[src/rtl/flash_op_sched.sv]
// flash_op_sched: round-robin owner of the NOR flash pins, launching one engine op at a time with guard gap and watchdog
module flash_op_sched #(
    parameter int GUARD_CYC   = 20,
    parameter int TIMEOUT_CYC = 50_000_000,
    parameter int TO_W        = 26
) (
    input  logic         clk,
    input  logic         rst,
    input  logic [1:0]   req,
    input  logic [3:0]   req_cmd,
    input  logic [49:0]  req_addr,
    output logic [1:0]   gnt,
    output logic [1:0]   done,
    output logic [1:0]   err,
    output logic         busy,
    output logic [3:0]   eng_start,
    output logic [3:0]   eng_abort,
    output logic [24:0]  eng_addr,
    input  logic [3:0]   eng_done,
    input  logic [191:0] eng_bus,
    output logic [47:0]  flash_bus
);
    localparam logic [47:0] IDLE_BUS = 48'hFC00_0000_0000;
    typedef enum logic [2:0] {S_IDLE, S_START, S_WAIT, S_GUARD, S_FIN} state_t;
    state_t state, nxt;
    logic [TO_W-1:0] cnt;
    logic [1:0] cmd, e;
    logic own, last, stage2, err_flag, w, take, eng_hit, to_hit, guard_end, erase_more, abort_c;
    assign take       = state == S_IDLE && |req;
    assign w          = &req ? ~last : req[1];
    assign e          = cmd == 2'd0 ? 2'd3 : cmd == 2'd1 ? 2'd2 : (cmd == 2'd2 && stage2) ? 2'd1 : 2'd0;
    assign eng_hit    = eng_done[e];
    assign to_hit     = cnt == TO_W'(TIMEOUT_CYC - 1);
    assign guard_end  = cnt == TO_W'(GUARD_CYC - 1);
    assign erase_more = cmd == 2'd2 && !stage2 && !err_flag;
    assign abort_c    = state == S_WAIT && to_hit && !eng_hit;
    always_ff @(posedge clk)
        state <= rst ? S_IDLE : nxt;
    always_comb begin
        nxt = state;
        case (state)
            S_IDLE:  nxt = |req ? S_START : S_IDLE;
            S_START: nxt = S_WAIT;
            S_WAIT:  nxt = (eng_hit || to_hit) ? S_GUARD : S_WAIT;
            S_GUARD: nxt = !guard_end ? S_GUARD : erase_more ? S_START : S_FIN;
            default: nxt = S_IDLE;
        endcase
    end
    // one counter serves as watchdog in WAIT and guard timer in GUARD; cleared on every state change
    always_ff @(posedge clk) begin
        if (rst) begin
            cnt       <= '0;
            cmd       <= '0;
            own       <= 1'b0;
            last      <= 1'b1;
            stage2    <= 1'b0;
            err_flag  <= 1'b0;
            eng_addr  <= '0;
            flash_bus <= IDLE_BUS;
        end else begin
            cnt       <= state != nxt ? '0 : cnt + 1'b1;
            flash_bus <= (state == S_WAIT && !eng_hit && !to_hit) ? eng_bus[48*int'(e) +: 48] : IDLE_BUS;
            if (take) begin
                cmd      <= w ? req_cmd[3:2] : req_cmd[1:0];
                eng_addr <= w ? req_addr[49:25] : req_addr[24:0];
                own      <= w;
                last     <= w;
                stage2   <= 1'b0;
                err_flag <= 1'b0;
            end
            if (state == S_GUARD && guard_end && erase_more)
                stage2 <= 1'b1;
            if (abort_c)
                err_flag <= 1'b1;
        end
    end
    always_comb begin
        gnt       = '0;
        done      = '0;
        err       = '0;
        eng_start = '0;
        eng_abort = '0;
        busy      = !rst && (take || state == S_START || state == S_WAIT || state == S_GUARD);
        if (!rst) begin
            gnt[w]       = take;
            eng_start[e] = state == S_START;
            eng_abort[e] = abort_c;
            err[own]     = abort_c;
            done[own]    = state == S_FIN && !err_flag;
        end
    end
endmodule

[config.mk]
export PLATFORM = sky130hd
export DESIGN_NAME = flash_op_sched
export DESIGN_NICKNAME = d
export VERILOG_FILES = /design/src/rtl/flash_op_sched.sv
export SDC_FILE = /design/constraint.sdc
export NUM_CORES = 1
export LEC_CHECK = 0
export BUFFER_PORTS_ARGS = -buffer_cell sky130_fd_sc_hd__buf_2
export CAP_MARGIN = 20
export CORE_AREA = 2 2 134 136
export DETAILED_ROUTE_END_ITERATION = 8
export DIE_AREA = 0 0 136 138
export SETUP_SLACK_MARGIN = 0.15
export SLEW_MARGIN = 20
export SYNTH_ARGS = -nofsm -noshare
export SYNTH_HDL_FRONTEND = slang
export SYNTH_SLANG_ARGS = --single-unit
[constraint.sdc]
create_clock -name clk -period 2.14 [get_ports clk]
set_clock_uncertainty 0.2 [all_clocks]
set_input_delay 0.214 -clock clk [delete_from_list [all_inputs] [get_ports clk]]
set_output_delay 0.214 -clock clk [all_outputs]
set_load 0.005 [all_outputs]
# --- Word-level counts from Yosys, hierarchy flattened ---
# Cells that the tools add are included.
totals:
  regBits: 108
  latch_bits: 0
  mem_bits_rw: 0
  romBits: 0
  wordCells: 93
  memories: 0
op_classes:
  add_sub_neg: 1
  n_mul: 1
  n_div: 0
  n_lt_le_gt_ge: 6
  eq_ne: 9
  shift: 1
  muxes: 27
  bitwise_logic: 7
  reduce_logical: 32
ops:
  columns: ["op", "n"]
  rows:
  - ["variable part select 192 x 9 -> 48 bit", 1]
  - ["adder 26 x 1 -> 26 bit, second input constant", 1]
  - ["equality test 26 bit, second input constant", 1]
  - ["equality test 26 x 5 -> 1 bit, second input constant", 1]
  - ["two-way mux 25 bit", 1]
  - ["logical AND 1 bit", 15]
  - ["two-way mux 2 bit", 6]
  - ["one-hot mux 3 bit (4 select lines)", 1]
  - ["two-way mux 1 bit", 11]
  - ["AND 4 bit", 2]
  - ["two-way mux 4 bit", 2]
  - ["AND 2 bit", 3]
  - ["equality test 3 x 2 -> 1 bit, second input constant", 2]
  - ["two-way mux 3 bit", 2]
  - ["OR reduction 2 bit", 3]
  - ["zero test 1 bit", 5]
  - ["logical OR 1 bit", 4]
  - ["< comparator 1 x 2 -> 1 bit, second input constant", 2]
  - ["multiplier 2 x 2 -> 4 bit, first input constant", 1]
  - ["nonzero test 2 bit", 2]
  - ["equality test 3 x 1 -> 1 bit, second input constant", 1]
  - ["equality test 3 bit, second input constant", 1]
  - ["zero test 3 bit", 1]
  - ["< comparator 2 x 3 -> 1 bit, second input constant", 1]
  - ["11 further kinds", 14]

# --- Logic depth before layout (Yosys ltp) ---
# Gate-level depths: netlist (run 1).
logic_depth:
  depth_word: 12
  ltp_mapped: 8
  mapped_depth_nobuf: 6

# --- Worst setup path after synthesis (run 1) ---
# No wires, ideal clock.
synth_path:
  path_kind: "register to register"
  start: "reg cnt[0]"
  end: "reg cnt[11]"
  setup_ns: 0.119
  arrival_time_ns: 1.876
  required_ns: 1.821
  path_slack_ns: -0.055
  stages_incl_launch_ff: 8
  path_buffers: 1
  synth_period_minus_slack_ns: 2.195
  path_cell_list: "dfxtp_1 -> ha_1 -> and3_1 -> nand2_1 -> or4_4 -> a31oi_4 -> buf_6 -> nor3_1"
synth_between:
  elab_chain_cells: 6
  word_cells_on_any_way: 9
synth_lines:
  columns: ["item", "line", "source"]
  rows:
  - ["start: declaration", "26", "logic [TO_W-1:0] cnt;"]
  - ["start signal: assignment", "61", "cnt <= state != nxt ? '0 : cnt + 1'b1;"]
  - ["equality test 26 bit", "33", "assign to_hit = cnt == TO_W'(TIMEOUT_CYC - 1);"]
  - ["logical OR 1 bit", "44", "S_WAIT: nxt = (eng_hit || to_hit) ? S_GUARD : S_WAIT;"]
  - ["two-way mux 1 bit", "44", null]
  - ["one-hot mux 3 bit (4 select lines)", "41", "case (state)"]
  - ["inequality test 3 bit", "61", null]
  - ["OR reduction 2 bit (no line)", null, null]
# Parallel ways exist; a longest one is shown, timed or not.
# A chain may end at the register's enable or synchronous reset.

# --- Final worst setup path (run 1) ---
layout_path:
  start: "reg cnt[8]"
  end: "out eng_abort[3]"
layout_between:
  elab_chain_cells: 5
layout_lines:
  columns: ["item", "line", "source"]
  rows:
  - ["equality test 26 bit", "33", null]
  - ["logical AND 1 bit (2 in series)", "36", "assign abort_c = state == S_WAIT && to_hit && !eng_hit;"]
  - ["AND 4 bit (no line)", null, null]
  - ["two-way mux 4 bit", "84", "if (!rst) begin"]
  - ["end: declaration", "17", "output logic [3:0] eng_abort,"]
# No other way between the ends.

==> impl_metrics.env, run 1 <==
export IMPL_status="finished, violations left"
export IMPL_violations="negative setup slack"
export IMPL_grt_util_all_layers=0.226
export IMPL_place_area_um2=7560
export IMPL_grt_max_degree=51
export IMPL_via_per_inst=4.94
export IMPL_synth_top_family_by_area="simple AND/OR/NAND/NOR gates"
export IMPL_port_buffers=341
export IMPL_drt_iter0_drc=276
export IMPL_final_area_um2=9490
export IMPL_synth_area_um2=5300
export IMPL_p_per_area_nw_per_um2=651
export IMPL_grt_remaining_overflow=0
export IMPL_yosys_area_share_xor_xnor=0.0396
export IMPL_antenna_cells=0
export IMPL_htreeDepth=3
export IMPL_crit_path_start_kind="flip-flop"
export IMPL_synth_cell_types=46
export IMPL_cp_arrival_ns=2.00
export IMPL_worstPathRequired_ns=1.73
export IMPL_clk_path_buf_depth=2
export IMPL_endpoint="eng_abort[3]"
export IMPL_ys_seq_area_frac=0.408
export IMPL_dp_hpwl_mm=14.8
export IMPL_wl_per_cell_um=17.0
export IMPL_cpMostUsedCell="nor4_4"
export IMPL_drc_errors=0
export IMPL_crit_slowest_cell="dfxtp_2"
export IMPL_max_freq_mhz=414
export IMPL_fillers=1590
export IMPL_ioPinCount=342
export IMPL_ys_flop_type="dfxtp_1"
export IMPL_synth_edff_count=0
export IMPL_rows=49
export IMPL_regToRegSetupSlack_ns=-0.27
export IMPL_crit_path_end_kind="primary output"
export IMPL_syn_inst=610
export IMPL_dieWidth_um=136
export IMPL_final_setup_worst_slack_ns=-0.277
export IMPL_ys_seq_elements=108
export IMPL_fin_crit_ns=2.42
export IMPL_clock_latency_ns=0.35
export IMPL_cpPeakStageDelay_ns=0.35
export IMPL_nNetsFinal=1347
export IMPL_drv_slew=0
export IMPL_clock_sinks=108
export IMPL_cts_tree="yes"
export IMPL_setup_violations=80
export IMPL_timing_final_crit_share=1.13
export IMPL_p_leak_nw=4.31
export IMPL_tns_ns=-13.68
export IMPL_grt_pass1_vias=6524
export IMPL_r2r_end="cnt[25]$_SDFF_PP0_"
export IMPL_clk_pin_slew_ns=0.07
export IMPL_ir_worst_vdd_mv=0.418
export IMPL_whs_ns=0.00505
export IMPL_gp_congestion=0.889
export IMPL_die_y_um=138
export IMPL_drive_gt1_frac=0.433
export IMPL_reg2regPathDepth=8
export IMPL_worstReg2RegStart="cnt[8]$_SDFF_PP0_"
export IMPL_criticalPathCategory="reg -> out"
export IMPL_cp_cell_sequence="nor4_4, nand2_2, nor4_4, nand4_1, buf_6, nor3_2, buf_2"
export IMPL_synth_adder_area_share=0.00236
export IMPL_cap_viol_max_count=0
export IMPL_worstMarginPinSlew_ns=0.669
export IMPL_grt_first_pass_wirelength_mm=33.4
export IMPL_timing_final_hold_violations=0
export IMPL_clk_root_buffer_cell="clkbuf_16"
export IMPL_rsz0062_at_grt="yes"
export IMPL_numCtsBuffers=9
export IMPL_crit_fanout=6
export IMPL_antenna_found_initial=0
export IMPL_synthMuxAreaShare=0.143
export IMPL_synth_compound_area_share=0.144
export IMPL_worst_hold_path_num_cells=3
export IMPL_core_um2=17500
export IMPL_yosys_warnings=0
export IMPL_final_core_util=0.541
export IMPL_fp_dieArea_um2=18800
export IMPL_hold_path_class="in -> reg"
export IMPL_postRouteAntennaNets=0
export IMPL_crit_start="cnt[8]$_SDFF_PP0_"
export IMPL_synthSimpleGateAreaFrac=0.215
export IMPL_via_count=6551
export IMPL_synth_nets=865
export IMPL_slew_headroom=0.549
export IMPL_dr_pass1_iters=5
export IMPL_syn_area_per_cell_um2=8.69
export IMPL_initial_core_util=0.302
export IMPL_syn_to_final_growth_pct=78.8
export IMPL_wl_mm=22.5
export IMPL_async_flop_share=0
[kinds of logic (layout without fill, tap and decap cells)]
| kind of cell | after synthesis | count (layout) |
|---|---|---|
| flops | 108 | 108 |
| compound gates | 95 | 95 |
| fa+ha+maj | 1 | 1 |
| xor+xnor | 24 | 24 |
| mux | 76 | 76 |
| simple gates | 248 | 248 |
| buf+inv | 58 | 544 |
[critical path: cells and delay by family, from the launching register on]
family / cells / cell delay (ns)
DFF: 1 / 0.35
and+or+nand+nor: 5 / 0.99
buffers and inverters: 2 / 0.32
[flip-flops by register name (all words and copies together) (netlist names)]
name,flops
eng_addr,25
err_flag,1
flash_bus,48
state,3
last,1
cmd,2
own,1
cnt,26
stage2,1
[placed cells by master (no fill, tap or decap), types with 3 or more instances in the layout]
cell,n
nor2_4,4
buf_2,341
a211oi_1,27
xnor2_1,21
buf_4,51
nand3_1,12
nor2_1,130
nand2_1,19
a21oi_1,4
dfxtp_2,8
dfxtp_1,98
nor3_2,4
and3_1,4
mux2i_1,76
buf_12,9
o21ai_0,6
a221oi_1,42
a211o_1,8
inv_1,8
dlygate4sd3_1,106
nand4_1,5
xor2_1,3
buf_6,7
buf_16,4
nor3_1,34
clkbuf_16,12
nor4_4,6
[worst min path at each step]
stage                 start                         to  slack [ns]
2_1_floorplan   eng_bus[90]   flash_bus[42]$_SDFF_PP1_        0.13
3_3_place_gp    eng_bus[93]   flash_bus[45]$_SDFF_PP1_        0.22
3_5_place_dp    eng_bus[93]   flash_bus[45]$_SDFF_PP1_        0.22
4_1_cts        req_addr[42]  eng_addr[17]$_SDFFE_PP0P_      0.0002
5_1_grt        req_addr[33]   eng_addr[8]$_SDFFE_PP0P_        0.02
6_report       req_addr[46]  eng_addr[21]$_SDFFE_PP0P_       0.005
[per-layer routing]
metal	vias up	global-route usage	routed length, um
met2	314	0.373	10300
met3	79	0.0561	1700
met1	2996	0.262	9170
li1	3162	-	-
met5	-	0	0
met4	0	0.134	1310
[repair_timing]
action                                  4_1_cts  5_1_grt
setup buffers                                11        8
gates cloned                                  3        4
endpoints found under the hold margin        57        0
endpoints found under the setup margin       87       90
resized for setup                            33       19
hold buffers                                106        0
pin swaps                                     9       10
[cell type report]
type	instances	area [um2]	area share
flip-flops and latches	108	2180	0.230
multi-input cells	444	3090	0.326
clock buffers	10	239	0.0252
inverters	8	30.0	0.00317
clock inverters	5	61.3	0.00646
well taps	229	287	0.0302
repair buffers	521	3590	0.379
[synth_stat cells (8+ instances only)]
| library cell | count | area [um2] |
|---|---|---|
| nand3_1 | 13 | 65.1 |
| nor4_1 | 8 | 50.1 |
| xnor2_1 | 21 | 184 |
| a211o_1 | 8 | 70.1 |
| buf_1 | 8 | 30.0 |
| dfxtp_1 | 108 | 2160 |
| inv_1 | 8 | 30.0 |
| clkbuf_1 | 30 | 113 |
| nor3_1 | 36 | 180 |
| nor2_1 | 136 | 510 |
| mux2i_1 | 76 | 761 |
| a221oi_1 | 42 | 368 |
| a211oi_1 | 27 | 203 |
| nand2_1 | 21 | 78.8 |
[stage by stage]
stage / cells / power (mW) / worst slack (ns)
after floorplan: 610 / 3.33 / 0.0349
after global placement: 1178 / 4.06 / -0.0497
after detailed placement: 1178 / 4.07 / -0.0473
after CTS: 1313 / 6.04 / -0.238
after global routing: 1325 / 6.51 / -0.361
final: 1325 / 6.17 / -0.277
[power breakdown]
part           switching, mW  total [mW]  leakage (nW)  internal, mW
Sequential            0.0978        2.27         0.884          2.18
Clock                  0.774        1.71         0.142         0.940
Combinational           1.07        2.18          3.29          1.11
Total                   1.94        6.17          4.31          4.23
(Power assumes the default switching activity.)
==> run 2, diff against run 1 <==
- PLACE_DENSITY_LB_ADDON: not set -> 0.15
- clock period: 2.14 -> 2.8 ns (I/O delays scaled with it)
==> run 2 against run 1 <==
Net effect: design area fell by 11%; sequential share of layout area is 2.7 points higher; via count is 8.6% lower; combinational power is 30% lower; wire length decreased by 13%; flip-flop and latch count unchanged; critical path type unchanged; the flow now finishes without violations; core utilization is 6.0 points lower; cell count decreased by 6.0%; worst setup slack gained 0.56 ns; total power down 27%.
==> impl_metrics.env, run 2 (synthesis gave the netlist of run 1 again) <==
export IMPL_status="finished, final reports clean"
export IMPL_fp_dieArea_um2=18800
export IMPL_top_regs="flash_bus x48, cnt x26, eng_addr x25"
export IMPL_grt_first_pass_wirelength_mm=29.6
export IMPL_whs_ns=0.0133
export IMPL_via_per_inst=4.81
export IMPL_multi_input_area_um2=2950
export IMPL_grt_remaining_overflow=0
export IMPL_criticalPathCategory="reg -> out"
export IMPL_grt_pass1_vias=5829
export IMPL_grt_max_degree=55
export IMPL_antenna_found_initial=0
export IMPL_gp_congestion=0.859
export IMPL_numCtsBuffers=9
export IMPL_p_leak_nw=3.77
export IMPL_die_y_um=138
export IMPL_initial_core_util=0.302
export IMPL_cpPeakStageDelay_ns=0.41
export IMPL_final_core_util=0.481
export IMPL_clock_latency_ns=0.34
export IMPL_tns_ns=0
export IMPL_final_setup_worst_slack_ns=0.282
export IMPL_ir_worst_vdd_mv=0.288
export IMPL_timing_final_hold_violations=0
export IMPL_cp_num_cells=7
export IMPL_clk_root_buffer_cell="clkbuf_16"
export IMPL_syn_to_final_growth_pct=59.2
export IMPL_wl_per_cell_um=15.6
export IMPL_via_count=5990
export IMPL_port_buffers=341
export IMPL_worstPathRequired_ns=2.32
export IMPL_postRouteAntennaNets=0
export IMPL_dp_worst_setup_slack_ns=0.386
export IMPL_p_per_area_nw_per_um2=531
export IMPL_fin_crit_ns=2.52
export IMPL_final_common_cell="buf_2"
export IMPL_worstMarginPinSlew_ns=0.580
export IMPL_fin_cells=1246
export IMPL_crit_fanout=6
export IMPL_nNetsFinal=1267
export IMPL_dp_cells=1141
export IMPL_antenna_cells=0
export IMPL_dr_pass1_iters=5
export IMPL_crit_family="simple AND/OR/NAND/NOR gates"
export IMPL_drc_errors=0
export IMPL_cp_arrival_ns=2.04
export IMPL_finalPower_mw=4.49
export IMPL_htreeDepth=3
export IMPL_fillers=1698
export IMPL_drt_iter0_drc=288
export IMPL_grt_util_all_layers=0.197
export IMPL_dieWidth_um=136
export IMPL_dp_hpwl_mm=14.1
export IMPL_wl_mm=19.5
export IMPL_largest_register="flash_bus"
export IMPL_slew_headroom=0.613
export IMPL_cap_viol_max_count=0
export IMPL_clk_pin_slew_ns=0.08
export IMPL_clk_path_buf_depth=2
export IMPL_final_area_um2=8440
export IMPL_drive_gt1_frac=0.390
export IMPL_cp_cell_sequence="nand3_1, or2_1, nor4_4, nand4_1, buf_4, nor3_1, buf_2"
export IMPL_rows=49
export IMPL_place_area_um2=7230
export IMPL_cts_tree="yes"
export IMPL_timing_final_crit_share=0.899
export IMPL_crit_path_end_kind="primary output"
export IMPL_setup_violations=0
export IMPL_reg2regPathDepth=6
export IMPL_crit_slowest_cell="dfxtp_1"
export IMPL_critPathBufInv=2
export IMPL_worst_hold_path_num_cells=3
export IMPL_clock_sinks=108
export IMPL_hold_path_class="in -> reg"
export IMPL_rsz0062_at_grt="yes"
export IMPL_ioPinCount=342
export IMPL_mostFrequentLayoutCells="buf_2, nor2_1, dfxtp_1"
export IMPL_largest_reg_flops=48
export IMPL_drv_slew=0
export IMPL_seq_area_um2=2170
export IMPL_crit_path_start_kind="flip-flop"
export IMPL_core_um2=17500
export IMPL_max_freq_mhz=397
## run 2: worst reg2reg max path, cell delays in order, from the launching register on
cell,delay (ns)
dfxtp_2,0.38
buf_6,0.38
and2_2,0.27
buf_12,0.22
a221oi_1,0.18
dlygate4sd3_1,0.60
nor2_1,0.09
## run 2: repair_timing
| item | 4_1_cts | 5_1_grt |
|---|---|---|
| endpoints found under the setup margin | 6 | 10 |
| gates resized for setup | 4 | 8 |
| buffers inserted | 2 | 4 |
| hold buffers | 83 | 0 |
| pin swaps | 2 | 2 |
| endpoints found under the hold margin | 46 | 0 |
## run 2: report_power, final
part	leakage, nW	internal, mW	total [mW]	switching [mW]
clock	0.144	0.637	1.23	0.591
sequential	0.882	1.66	1.74	0.0762
combinational	2.75	0.785	1.52	0.735
total	3.77	3.08	4.49	1.40
## run 2: per-layer routing
layer  wire (um)  part of all wire  track usage
met3        1370             0.070       0.0370
met5           0                 0            0
met4         450             0.023       0.0669
met1        8150              0.42        0.238
met2        9510              0.49        0.348
## run 2: cell type report
cell class / count / area share
clock buffers: 10 / 0.0283
inverters: 8 / 0.00356
multi-input cells: 444 / 0.349
flip-flops and latches: 108 / 0.257
clock inverters: 6 / 0.00563
well taps: 229 / 0.0339
repair buffers: 441 / 0.322
## run 2: path summary, 6_finish.rpt
| path | from | endpoint | slack (ns) |
|---|---|---|---|
| worst max register to register | cmd[1]$_SDFFE_PP0P_ | flash_bus[2]$_SDFF_PP0_ | 0.41 |
| worst max-delay path | cnt[14]$_SDFF_PP0_ | eng_abort[3] | 0.28 |
| worst min-delay path | eng_bus[38] | flash_bus[38]$_SDFF_PP0_ | 0.01 |
| worst min register to register | cnt[0]$_SDFF_PP0_ | cnt[0]$_SDFF_PP0_ | 0.25 |
